## src/rtl/credit_accumulator.sv

```systemverilog
// rtl/credit_accumulator.sv - coin credit accumulator with purchase and refund handshakes
// Optional idle-refund timer enabled by defining COIN_TIMEOUT_EN.
module credit_accumulator #(
   parameter int MAX_CREDIT     = 15,
   parameter int TIMEOUT_CYCLES = 1000
) (
   input  logic       clock,
   input  logic       reset,
   input  logic       coin_valid,
   input  logic [1:0] coin_value,
   input  logic       cancel,
   input  logic       req_valid,
   input  logic [3:0] req_price,
   output logic       req_ack,
   output logic       req_ok,
   output logic [3:0] cmoney,
   output logic       refund_valid,
   output logic [3:0] refund_amount,
   input  logic       refund_ready,
   output logic       coin_reject
);

   typedef enum logic [1:0] {
      S_IDLE   = 2'd0,
      S_CREDIT = 2'd1,
      S_REFUND = 2'd2
   } state_t;

   localparam logic [4:0] MAX_CREDIT_W = 5'(MAX_CREDIT);

   generate
      if (MAX_CREDIT < 1 || MAX_CREDIT > 15 || TIMEOUT_CYCLES < 2) begin : g_param_check
         $error("credit_accumulator: MAX_CREDIT must be 1..15 and TIMEOUT_CYCLES >= 2");
      end
   endgenerate

   state_t     state_q, state_d;
   logic [3:0] credit_q, credit_d;
   logic [3:0] refund_amount_q, refund_amount_d;
   logic       req_ack_q, req_ack_d;
   logic       req_ok_q, req_ok_d;
   logic       coin_reject_q, coin_reject_d;

   logic [4:0] coin_amount;
   logic [4:0] coin_sum;
   logic       coin_fits;
   logic [3:0] remainder;
   logic       timeout;

   always_comb begin
      case (coin_value)
         2'b00:   coin_amount = 5'd1;
         2'b01:   coin_amount = 5'd2;
         2'b10:   coin_amount = 5'd5;
         default: coin_amount = 5'd10;
      endcase
   end

   // Compare in 5 bits so a large coin on high credit cannot wrap.
   assign coin_sum  = {1'b0, credit_q} + coin_amount;
   assign coin_fits = (coin_sum <= MAX_CREDIT_W);
   assign remainder = credit_q - req_price;

`ifdef COIN_TIMEOUT_EN
   localparam int TW = $clog2(TIMEOUT_CYCLES + 1);

   logic [TW-1:0] timer_q, timer_d;
   logic          activity;

   assign activity = coin_valid | req_valid | cancel;
   assign timeout  = (state_q == S_CREDIT) && !activity &&
                     (timer_q == TW'(TIMEOUT_CYCLES - 1));

   always_comb begin
      timer_d = '0;
      if (state_q == S_CREDIT && !activity && !timeout) begin
         timer_d = timer_q + 1'b1;
      end
   end

   always_ff @(posedge clock or posedge reset) begin
      if (reset) begin
         timer_q <= '0;
      end else begin
         timer_q <= timer_d;
      end
   end
`else
   assign timeout = 1'b0;
`endif

   always_ff @(posedge clock or posedge reset) begin
      if (reset) begin
         state_q         <= S_IDLE;
         credit_q        <= '0;
         refund_amount_q <= '0;
         req_ack_q       <= 1'b0;
         req_ok_q        <= 1'b0;
         coin_reject_q   <= 1'b0;
      end else begin
         state_q         <= state_d;
         credit_q        <= credit_d;
         refund_amount_q <= refund_amount_d;
         req_ack_q       <= req_ack_d;
         req_ok_q        <= req_ok_d;
         coin_reject_q   <= coin_reject_d;
      end
   end

   always_comb begin
      state_d         = state_q;
      credit_d        = credit_q;
      refund_amount_d = refund_amount_q;
      req_ack_d       = 1'b0;
      req_ok_d        = 1'b0;
      coin_reject_d   = 1'b0;
      case (state_q)
         S_REFUND: begin
            req_ack_d     = req_valid;
            coin_reject_d = coin_valid;
            if (refund_ready) begin
               state_d         = S_IDLE;
               credit_d        = '0;
               refund_amount_d = '0;
            end
         end
         default: begin
            // Cancel outranks a purchase, which outranks a coin; losers are acked-as-failed or returned.
            if ((cancel && state_q == S_CREDIT) || timeout) begin
               state_d         = S_REFUND;
               refund_amount_d = credit_q;
               req_ack_d       = req_valid;
               coin_reject_d   = coin_valid;
            end else if (req_valid) begin
               req_ack_d     = 1'b1;
               coin_reject_d = coin_valid;
               if (credit_q >= req_price) begin
                  req_ok_d = 1'b1;
                  credit_d = remainder;
                  state_d  = (remainder == 4'd0) ? S_IDLE : S_CREDIT;
               end
            end else if (coin_valid) begin
               if (coin_fits) begin
                  credit_d = coin_sum[3:0];
                  state_d  = S_CREDIT;
               end else begin
                  coin_reject_d = 1'b1;
               end
            end
         end
      endcase
   end

   always_comb begin
      cmoney        = credit_q;
      req_ack       = req_ack_q;
      req_ok        = req_ok_q;
      coin_reject   = coin_reject_q;
      refund_valid  = (state_q == S_REFUND);
      refund_amount = refund_amount_q;
   end

endmodule

```

## config.mk

```make
export PLATFORM = sky130hd
export DESIGN_NAME = credit_accumulator
export DESIGN_NICKNAME = d
export VERILOG_FILES = /design/src/rtl/credit_accumulator.sv
export SDC_FILE = /design/constraint.sdc
export NUM_CORES = 1
export LEC_CHECK = 0
export CAP_MARGIN = 30
export CORE_MARGIN = 2
export CORE_UTILIZATION = 40
export CTS_CLUSTER_DIAMETER = 100
export DETAILED_ROUTE_END_ITERATION = 10
export MAX_ROUTING_LAYER = met4
export PLACE_DENSITY = 0.68
export SETUP_SLACK_MARGIN = 0.05
export SYNTH_ARGS = -nofsm -noshare
export SYNTH_HDL_FRONTEND = slang
export SYNTH_SLANG_ARGS = --single-unit
```

## constraint.sdc

```tcl
create_clock -name clock -period 6.06 [get_ports clock]
set_clock_uncertainty 0.2 [all_clocks]
set_input_delay 0.606 -clock clock [delete_from_list [all_inputs] [get_ports clock]]
set_output_delay 0.606 -clock clock [all_outputs]
set_load 0.02 [all_outputs]
```

==> results of run 1 <==
==> Yosys cell counts (2+ instances only) <==
library cell  number
nor2_1             5
fa_1               2
inv_1              8
a21o_1             2
mux2_4             2
ha_1               8
dfrtp_1           13
nand2b_1           2
nand2_1            6
mux2i_1            3
o21ai_0            4
xor2_1             3
a22o_1             2
a21oi_1            8
==> metrics by stage <==
step / hold slack (ps) / worst slack (ps) / power (W) / utilization (%) / cell area, µm²
floorplan: 283 / 3440 / 0.000415 / - / 890
global placement: 261 / 2750 / 0.000536 / 53.5 / 1150
detailed placement: 295 / 2630 / 0.000545 / 53.5 / 1150
CTS: 312 / 2930 / 0.000600 / 54.7 / 1180
global route: 339 / 2820 / 0.000640 / 54.7 / 1180
finish: 295 / 2940 / 0.000592 / 54.7 / 1180
==> worst min-delay path, cell delays in order (launching register included) <==
cell and delay (ps):
dfrtp_1 350, nand2_1 50, o21ai_0 60
==> worst min path at each step <==
stage / slack, ps / end / start
after floorplan: 280 / cmoney[0] / reset
after global placement: 260 / refund_amount[0] / refund_amount[0]
after detailed placement: 290 / refund_amount[3] / refund_amount[3]
after CTS: 310 / refund_amount[3] / refund_amount[3]
after global routing: 340 / refund_amount[1] / refund_amount[1]
final: 300 / refund_amount[3] / refund_amount[3]
==> layout by cell type, fill, tap and decap left out, types with 2 or more instances in the layout <==
cell             synthesis  final
inv_1                    8      8
a21oi_1                  8      8
mux2_4                   2      2
nand2b_1                 2      2
clkdlybuf4s50_1          0     23
nand2_1                  6      6
xor2_1                   3      3
fa_1                     2      2
mux2i_1                  3      3
ha_1                     8      8
nor2_1                   5      5
dfrtp_1                 13     13
a21o_1                   2      2
clkbuf_4                 0      3
a22o_1                   2      2
o21ai_0                  4      4
==> kinds of logic (layout without fill, tap and decap cells) <==
logic type | after synthesis | count (layout) | share of synthesized area, %
flip-flops | 13 | 13 | 36.6
XOR/XNOR | 4 | 4 | 3.94
adder cells (fa/ha/maj) | 10 | 10 | 15.8
buffers and inverters | 10 | 36 | 4.36
AO/OA/AOI/OAI | 24 | 24 | 17.6
multiplexers | 5 | 5 | 6.75
AND/OR/NAND/NOR | 23 | 23 | 15.1
==> power groups by stage <==
| stage | clock network, W | registers (W) | logic (W) |
|---|---|---|---|
| after floorplan | 0 | 0.000188 | 0.000227 |
| after global placement | 0 | 0.000161 | 0.000374 |
| after detailed placement | 0 | 0.000162 | 0.000383 |
| after CTS | 0.0000541 | 0.000160 | 0.000385 |
| after global routing | 0.0000587 | 0.000165 | 0.000416 |
| final | 0.0000521 | 0.000159 | 0.000381 |
==> state kept, by name, indices dropped and copies added (netlist names) <==
register,cells
refund_amount,4
req_ack,1
coin_reject,1
cmoney,4
state_q,2
req_ok,1
==> routing by layer <==
| metal | up-vias | wire length [µm] | global-route usage [%] |
|---|---|---|---|
| met3 | 5 | 59 | 2.92 |
| met2 | 16 | 997 | 28.6 |
| met5 | - | 0 | - |
| met4 | 0 | 48 | 9.46 |
| met1 | 361 | 799 | 19.7 |
| li1 | 366 | - | - |
==> layout make-up <==
type / count / area (µm²)
Sequential cell: 13 / 325
Tap cell: 28 / 35.0
Multi-Input combinational cell: 66 / 526
Fill cell: 196 / 972
Timing Repair Buffer: 23 / 230
Clock buffer: 4 / 26.3
Inverter: 9 / 33.8
==> summary.txt, run 1 <==
GRT
  • First-pass GRT wire length: about 3.2 mm
  • Largest net degree at the start of global routing: 14
  • Total GRT Usage: 17.2%
  • Vias in the first global route: approximately 740
  • Antenna violations before repair: 0
  • Grt ovf: 0

Min path
  • Hold/Removal Path Class: reg -> reg
  • Worst Hold Depth: 2

Setup path
  • Worst r2r dst: cmoney[2]
  • Sequence of cells on the critical path: clkdlybuf4s50_1, inv_1, ha_1, fa_1, a21o_1, a21oi_1, nor3_2, nor3_4, mux2_4
  • Buf+Inv Stages, Crit Path: 2
  • Endpoint required time on the critical path: approximately 6000 ps
  • Data arrival, critical path: 3080 ps
  • Worst setup SP type: input port
  • CP Capture Type: flip-flop
  • R2r setup slk: approximately 3500 ps
  • Worst R2R Path Depth: 7
  • Family with the most delay on the worst path: adder cells
  • CP endpoint: cmoney[2]
  • Largest stage delay on the critical path: roughly 570 ps
  • Critical path launch point: coin_value[0]
  • RR Startpoint: cmoney[0]
  • Max FO, Critical Path: 6
  • Crit path kind: in -> reg
  • Crit path depth: 9
  • CP max stage cell: clkdlybuf4s50_1

Clocking
  • Total CTS buffers: 3
  • Clock Root Buffer: clkbuf_4
  • CTS Sinks: 13
  • # resized after CTS: 0
  • Clock tree from TritonCTS: done
  • Clk_lat worst skew: approximately 270 ps
  • Worst-path clk slew: around 70 ps
  • Clk buf depth: 2
  • Hold-fix buffers at CTS: 0
  • Htree depth: 1
  • Setup Buffers After CTS: 0

Floorplanning
  • Initial Util: 41.4%
  • FP Rows: 17
  • Number of top-level pins: 24
  • Die width: between 50 and 60 µm
  • Area of the core: around 2100 µm²
  • DIE AREA: approximately 2600 µm²
  • Die Y: roughly 51 µm

Pwr
  • Clock share of power: ~9%
  • Leak pwr: 0.551 nW
  • Pwr dens: ~500 nW/µm²
  • P_int: approximately 0.00034 W
  • Switching share of power: between 40% and 50%
  • Logic pwr share: 64.3%
  • Seq pwr share: 26.9%
  • Max rail drop VDD: 0.000226 V
  • Switching power: 0.000255 W

Timing
  • Final Setup Violations: 0
  • Slew margin rel.: 68.5%
  • Final setup TNS: 0 ps
  • Worst-Margin Slew: 472 ps
  • Final Max Tran Viols: 0
  • Period utilisation layout: between 50% and 60%
  • RSZ-0062 raised after global routing: false
  • Final Hold Viols: 0
  • Max Fclk: ~320 MHz
  • Tmin final: 3120 ps

Synth
  • Synth Instances: 89
  • Synth area leader: dfrtp_1
  • Post-synthesis sequential area ratio: between 30 and 40%
  • Count of different cell masters after synthesis: 35
  • Syn Area/Cell: 10.0 µm²
  • Ys Warns: 0
  • Synthesized flop and latch total: 13
  • Fraction of registers with async set/reset: 100%
  • Mapped cell area: approximately 890 µm²
  • Synth Flop Type: dfrtp_1
  • Top cells by area, synth: dfrtp_1 (37%), ha_1 (11%), a21oi_1 (4.5%)
  • Yosys top cell area share: between 30% and 40%
  • Post-synth EDFFs: 0
  • Mapped Nets: between 100 and 150

Route
  • Wire length per cell: 13.3 µm
  • Vias: about 750
  • DRC viols: 0
  • Pre-antenna DRT Iters: 4
  • Final ANT Viol Nets: 0
  • Detailed Route WL: between 1.5 and 2 mm
  • Vias per cell: roughly 5.2
  • Drt initial violations: 15

Run status
  • Outcome: completed

Run
  • Max Cap Viol: 0

Cells and area
  • Final Non-Filler Cells: about 140
  • Syn-to-layout area delta: 32.2%
  • Layout cells sized above 1: roughly a tenth
  • Fin nets: roughly 140
  • Inserted Diodes: 0

Placement
  • Post-DP HPWL: approximately 1.6 mm
  • Post-Place Cells: ~140
  • GPL Wtd Cong: between 0.7 and 0.8
  • Number of port buffers: 23
(Power assumes the default switching activity.)
==> run 2: changes to the inputs <==
==> constraint.sdc (replaced) <==
create_clock -name clock -period 3.25 [get_ports clock]
set_clock_uncertainty 0.2 [all_clocks]
set_input_delay 0.325 -clock clock [delete_from_list [all_inputs] [get_ports clock]]
set_output_delay 0.325 -clock clock [all_outputs]
set_load 0.02 [all_outputs]
==> run 2 against run 1 <==
Largest cell class unchanged; sequential cell count unchanged; register-to-register slack worse by 2700 ps; clock power increased by 90%; clock-buffer cell count did not move; sequential power rose by 86%; setup slack got worse by 2400 ps; global-route usage is 0.15 points higher; non-clock buffer count grew 1; critical path type unchanged.
==> summary.txt, run 2 (synthesized netlist as in run 1, its figures left out) <==
Timing
  • Slew margin rel.: 67.6%
  • Max Fclk: 363 MHz
  • Period utilisation layout: approximately 85%
  • Final setup TNS: 0 ps
  • Final Hold Viols: 0
  • Worst-Margin Slew: a little under 500 ps
  • Tmin final: 2750 ps
  • RSZ-0062 raised after global routing: false
  • Worst hold slack: 166 ps
  • Final Max Tran Viols: 0
  • Final Setup Violations: 0

Route
  • Detailed Route WL: roughly 1.9 mm
  • Final ANT Viol Nets: 0
  • Vias: ~760
  • Drt initial violations: 15
  • Vias per cell: between 5 and 6
  • DRC viols: 0
  • Pre-antenna DRT Iters: 4
  • Wire length per cell: ~13 µm

Clocking
  • Setup Buffers After CTS: 0
  • Clk buf depth: 2
  • Clk_lat worst skew: 270 ps
  • Worst-path clk slew: roughly 80 ps
  • # resized after CTS: 0
  • CTS Sinks: 13
  • Htree depth: 1
  • Clock tree from TritonCTS: done
  • Clock Root Buffer: clkbuf_4
  • Total CTS buffers: 3
  • Hold-fix buffers at CTS: 0

Pwr
  • Max rail drop VDD: roughly 0.00041 V
  • Leak pwr: roughly 0.56 nW
  • Pwr Total: about 0.0011 W
  • Pwr dens: approximately 940 nW/µm²

Floorplanning
  • Initial Util: 41.4%
  • Area of the core: between 2000 and 2500 µm²
  • FP Rows: 17
  • DIE AREA: ~2600 µm²
  • Die width: 51.2 µm
  • Number of top-level pins: 24
  • Die Y: roughly 50 µm

Setup path
  • CP Capture Type: flip-flop
  • Worst r2r dst: cmoney[0]
  • R2r setup slk: 780 ps
  • Data arrival, critical path: 2750 ps
  • Max FO, Critical Path: 5
  • Endpoint required time on the critical path: 3240 ps
  • Worst setup SP type: input port
  • Crit path kind: in -> reg
  • RR Startpoint: cmoney[0]
  • Worst R2R Path Depth: 8

Placement
  • Number of port buffers: 23
  • Post-Place Cells: 140
  • Placed Instance Area: 1160 µm²
  • GPL Wtd Cong: between 0.7 and 0.8
  • Post-DP HPWL: around 1.6 mm

Cells and area
  • # fillers: roughly 190
  • Layout cells sized above 1: 10.3%
  • Syn-to-layout area delta: 33.1%
  • Fin nets: 139
  • Inserted Diodes: 0
  • Commonest non-fill, non-tap cells in the layout: clkdlybuf4s50_1 (23), dfrtp_1 (13), a21oi_1 (8), inv_1 (8), ha_1 (8)
  • Final Non-Filler Cells: 144
  • Leading cell type in the layout, fill and taps excluded: clkdlybuf4s50_1
  • Finished Cell Area: ~1200 µm²

GRT
  • Total GRT Usage: between 10% and 20%
  • Vias in the first global route: slightly above 700
  • Grt ovf: 0
  • Antenna violations before repair: 0
  • Largest net degree at the start of global routing: 14
  • First-pass GRT wire length: ~3.3 mm

Run status
  • Outcome: completed

Run
  • Max Cap Viol: 0

Min path
  • Hold/Removal Path Class: in -> async
==> run 2: cell count changes in the layout (fill, tap and decap cells not counted) <==
cell   delta
buf_4     +1
==> run 2: worst max-delay path by stage <==
stage / depth (start not counted) / endpoint / slack, ps / from
detailed placement: 10 / cmoney[0] / 190 / coin_value[0]
global placement: 9 / cmoney[1] / 300 / coin_value[0]
floorplan: 7 / cmoney[1] / 790 / cmoney[0]
CTS: 10 / cmoney[0] / 480 / coin_value[0]
finish: 10 / cmoney[0] / 500 / coin_value[0]
global route: 10 / cmoney[0] / 310 / coin_value[0]
==> run 2: metal layers <==
metal	share of wire, %	vias up	GRT usage, %
met5	0	-	-
met4	1.5	0	6.76
met3	3.7	4	2.63
met2	51	18	29.7
met1	44	360	20.5
li1	-	375	-
==> run 2: cell type report <==
| type | instances | area [µm²] | share of cell area (%) |
|---|---|---|---|
| Clock buffer | 4 | 26.3 | 2.22 |
| Inverter | 9 | 33.8 | 2.85 |
| Multi-Input combinational cell | 66 | 526 | 44.4 |
| Sequential cell | 13 | 325 | 27.5 |
| Tap cell | 28 | 35.0 | 2.96 |
| Timing Repair Buffer | 24 | 238 | 20.1 |
==> run 2: through the flow <==
step	util, %	worst slack (ps)
3_3_place_gp	53.9	305
6_report	55.1	496
4_1_cts	55.1	476
2_1_floorplan	-	787
3_5_place_dp	53.9	195
5_1_grt	55.1	309
==> run 2: power by group <==
group / leakage [nW] / total [W] / internal [W] / switching, W
clock: 0.0150 / 0.0000992 / 0.0000476 / 0.0000516
combinational: 0.380 / 0.000720 / 0.000359 / 0.000361
sequential: 0.161 / 0.000296 / 0.000230 / 0.0000660
total: 0.556 / 0.00112 / 0.000637 / 0.000479
==> run 2: worst max-delay path, cell delays in order <==
cell	delay (ps)
clkdlybuf4s50_1	580
inv_1	70
ha_1	230
fa_1	410
a21o_1	190
a21oi_1	210
nor3_2	90
nor3_4	260
buf_4	170
mux2i_1	200
==> run 3: changes to the inputs <==
--- a/config.mk
+++ b/config.mk
@@ -11,7 +11,7 @@
 export CTS_CLUSTER_DIAMETER = 100
 export DETAILED_ROUTE_END_ITERATION = 10
 export MAX_ROUTING_LAYER = met4
-export PLACE_DENSITY = 0.68
+export PLACE_DENSITY = 0.71
 export SETUP_SLACK_MARGIN = 0.05
 export SYNTH_ARGS = -nofsm -noshare
 export SYNTH_HDL_FRONTEND = slang
==> constraint.sdc (replaced) <==
create_clock -name clock -period 2.5 [get_ports clock]
set_clock_uncertainty 0.2 [all_clocks]
set_input_delay 0.25 -clock clock [delete_from_list [all_inputs] [get_ports clock]]
set_output_delay 0.25 -clock clock [all_outputs]
set_load 0.02 [all_outputs]
==> run 3 against run 2 <==
Sequential share of layout area fell by 2.0 points; die area did not move; clock-buffer cell count did not move; utilization rose by 4.4 points; sequential power rose by 28%; sequential cell count did not move; power rose by 42%; critical path type is now reg -> reg; critical endpoint is now state_q[0]; largest power group unchanged.
==> summary.txt, run 3 (synthesized netlist as in run 1, its figures left out) <==
Setup path
  • Data arrival, critical path: around 2300 ps
  • Crit path kind: reg -> reg
  • CP Capture Type: flip-flop
  • Max FO, Critical Path: 4
  • Endpoint required time on the critical path: approximately 2500 ps
  • Worst setup SP type: flip-flop

Pwr
  • Max rail drop VDD: slightly above 0.0005 V
  • Pwr Total: between 0.0015 and 0.002 W
  • Pwr dens: around 1200 nW/µm²
  • Leak pwr: around 0.6 nW

Clocking
  • Clock Root Buffer: clkbuf_4
  • Total CTS buffers: 3
  • Worst-path clk slew: around 70 ps
  • Clk buf depth: 2
  • CTS Sinks: 13
  • Htree depth: 1
  • Clk_lat worst skew: between 200 and 300 ps
  • Clock tree from TritonCTS: done

Run status
  • Outcome: completed

Route
  • Detailed Route WL: about 2 mm
  • Final ANT Viol Nets: 0
  • Vias: roughly 780
  • Vias per cell: between 5 and 6
  • Drt initial violations: 9
  • Wire length per cell: between 10 and 15 µm
  • Pre-antenna DRT Iters: 4
  • DRC viols: 0

Timing
  • Final Max Tran Viols: 0
  • Final Hold Viols: 0
  • Slew margin rel.: between 60 and 70%
  • Worst-Margin Slew: around 490 ps
  • Max Fclk: ~430 MHz
  • Crit path setup slack, layout: between 150 and 200 ps
  • Worst hold slack: between 80 and 90 ps
  • Tmin final: roughly 2300 ps
  • Period utilisation layout: between 90 and 100%
  • RSZ-0062 raised after global routing: false
  • Final Setup Violations: 0

Run
  • Max Cap Viol: 0

Cells and area
  • Final Non-Filler Cells: about 160
  • Commonest non-fill, non-tap cells in the layout: clkdlybuf4s50_1 (23), dfrtp_1 (13), buf_4 (12)
  • Leading cell type in the layout, fill and taps excluded: clkdlybuf4s50_1
  • Inserted Diodes: 0
  • Layout cells sized above 1: 22.0%
  • Syn-to-layout area delta: 43.6%
  • Fin nets: 150
  • Finished Cell Area: ~1300 µm²
  • # fillers: between 150 and 200

GRT
  • Total GRT Usage: between 15 and 20%
  • Largest net degree at the start of global routing: 14
  • Vias in the first global route: between 800 and 900
  • Antenna violations before repair: 0
  • First-pass GRT wire length: about 3.6 mm
  • Grt ovf: 0

Placement
  • GPL Wtd Cong: ~0.77
  • Placement Setup Slack: -282 ps
  • Post-Place Cells: approximately 150
  • Number of port buffers: 23
  • Post-DP HPWL: between 1.5 and 2 mm
  • Placed Instance Area: approximately 1200 µm²

Floorplanning
  • Area of the core: roughly 2100 µm²
  • Die width: 51.2 µm
  • FP Rows: 17
  • Number of top-level pins: 24
  • DIE AREA: 2620 µm²
  • Initial Util: just over 40%
  • Die Y: just over 50 µm

Min path
  • Hold/Removal Path Class: in -> async
-- run 3: cell types whose count changed in the layout (fill, tap and decap cells not counted), sizes merged --
cell,change
buf,+11
-- run 3: critical path, stage by stage (launching register included) --
cell and delay (ps):
dfrtp_1 430, inv_2 90, ha_1 130, inv_1 60, fa_2 340, a21oi_1 130
o21a_1 180, and3_4 210, nor3_4 60, buf_4 170, a32o_1 210
-- run 3: what timing repair did --
action / 4_1_cts / 5_1_grt
setup endpoints to repair: 3 / 5
pin swaps: 1 / 3
resized for setup: 2 / 3
hold buffers: 0 / 0
setup buffers: 0 / 2
-- run 3: layout make-up --
cell class	instances	area [µm²]	area share (%)
timing repair buffer	35	320	25.1
inverter	9	33.8	2.64
sequential	13	325	25.5
tap	28	35.0	2.74
clock buffer	4	26.3	2.06
multi-input combinational	66	537	42.0
-- run 3: path summary, 6_finish.rpt --
kind / start / endpoint / slack, ps / cells past startpoint
max in group asynchronous: reset / refund_amount[2] / 1690 / 2
min: reset / refund_amount[3] / 80 / 2
min in group clock: refund_amount[1] / refund_amount[1] / 310 / 1
min reg2reg: refund_amount[1] / refund_amount[1] / 310 / 1
max: cmoney[0] / state_q[0] / 170 / 10
max reg2reg: cmoney[0] / state_q[0] / 170 / 10
-- run 3: metal layers --
metal  GRT usage [%]  share of wire [%]
met5               -                  0
met4            8.11                1.8
met3            3.51                3.8
met2            34.4                 52
met1            21.4                 42
-- run 3: per-stage QoR --
stage / utilization [%] / TNS [ps]
2_1_floorplan: - / 0
6_report: 59.5 / 0
3_3_place_gp: 57.0 / -1030
5_1_grt: 59.5 / 0
3_5_place_dp: 57.0 / -1410
4_1_cts: 58.5 / 0
-- run 3: power breakdown --
| part | switching (W) | internal (W) | total (W) |
|---|---|---|---|
| sequential | 0.0000789 | 0.000299 | 0.000378 |
| combinational | 0.000512 | 0.000565 | 0.00108 |
| clock | 0.0000679 | 0.0000620 | 0.000130 |
| total | 0.000659 | 0.000926 | 0.00158 |
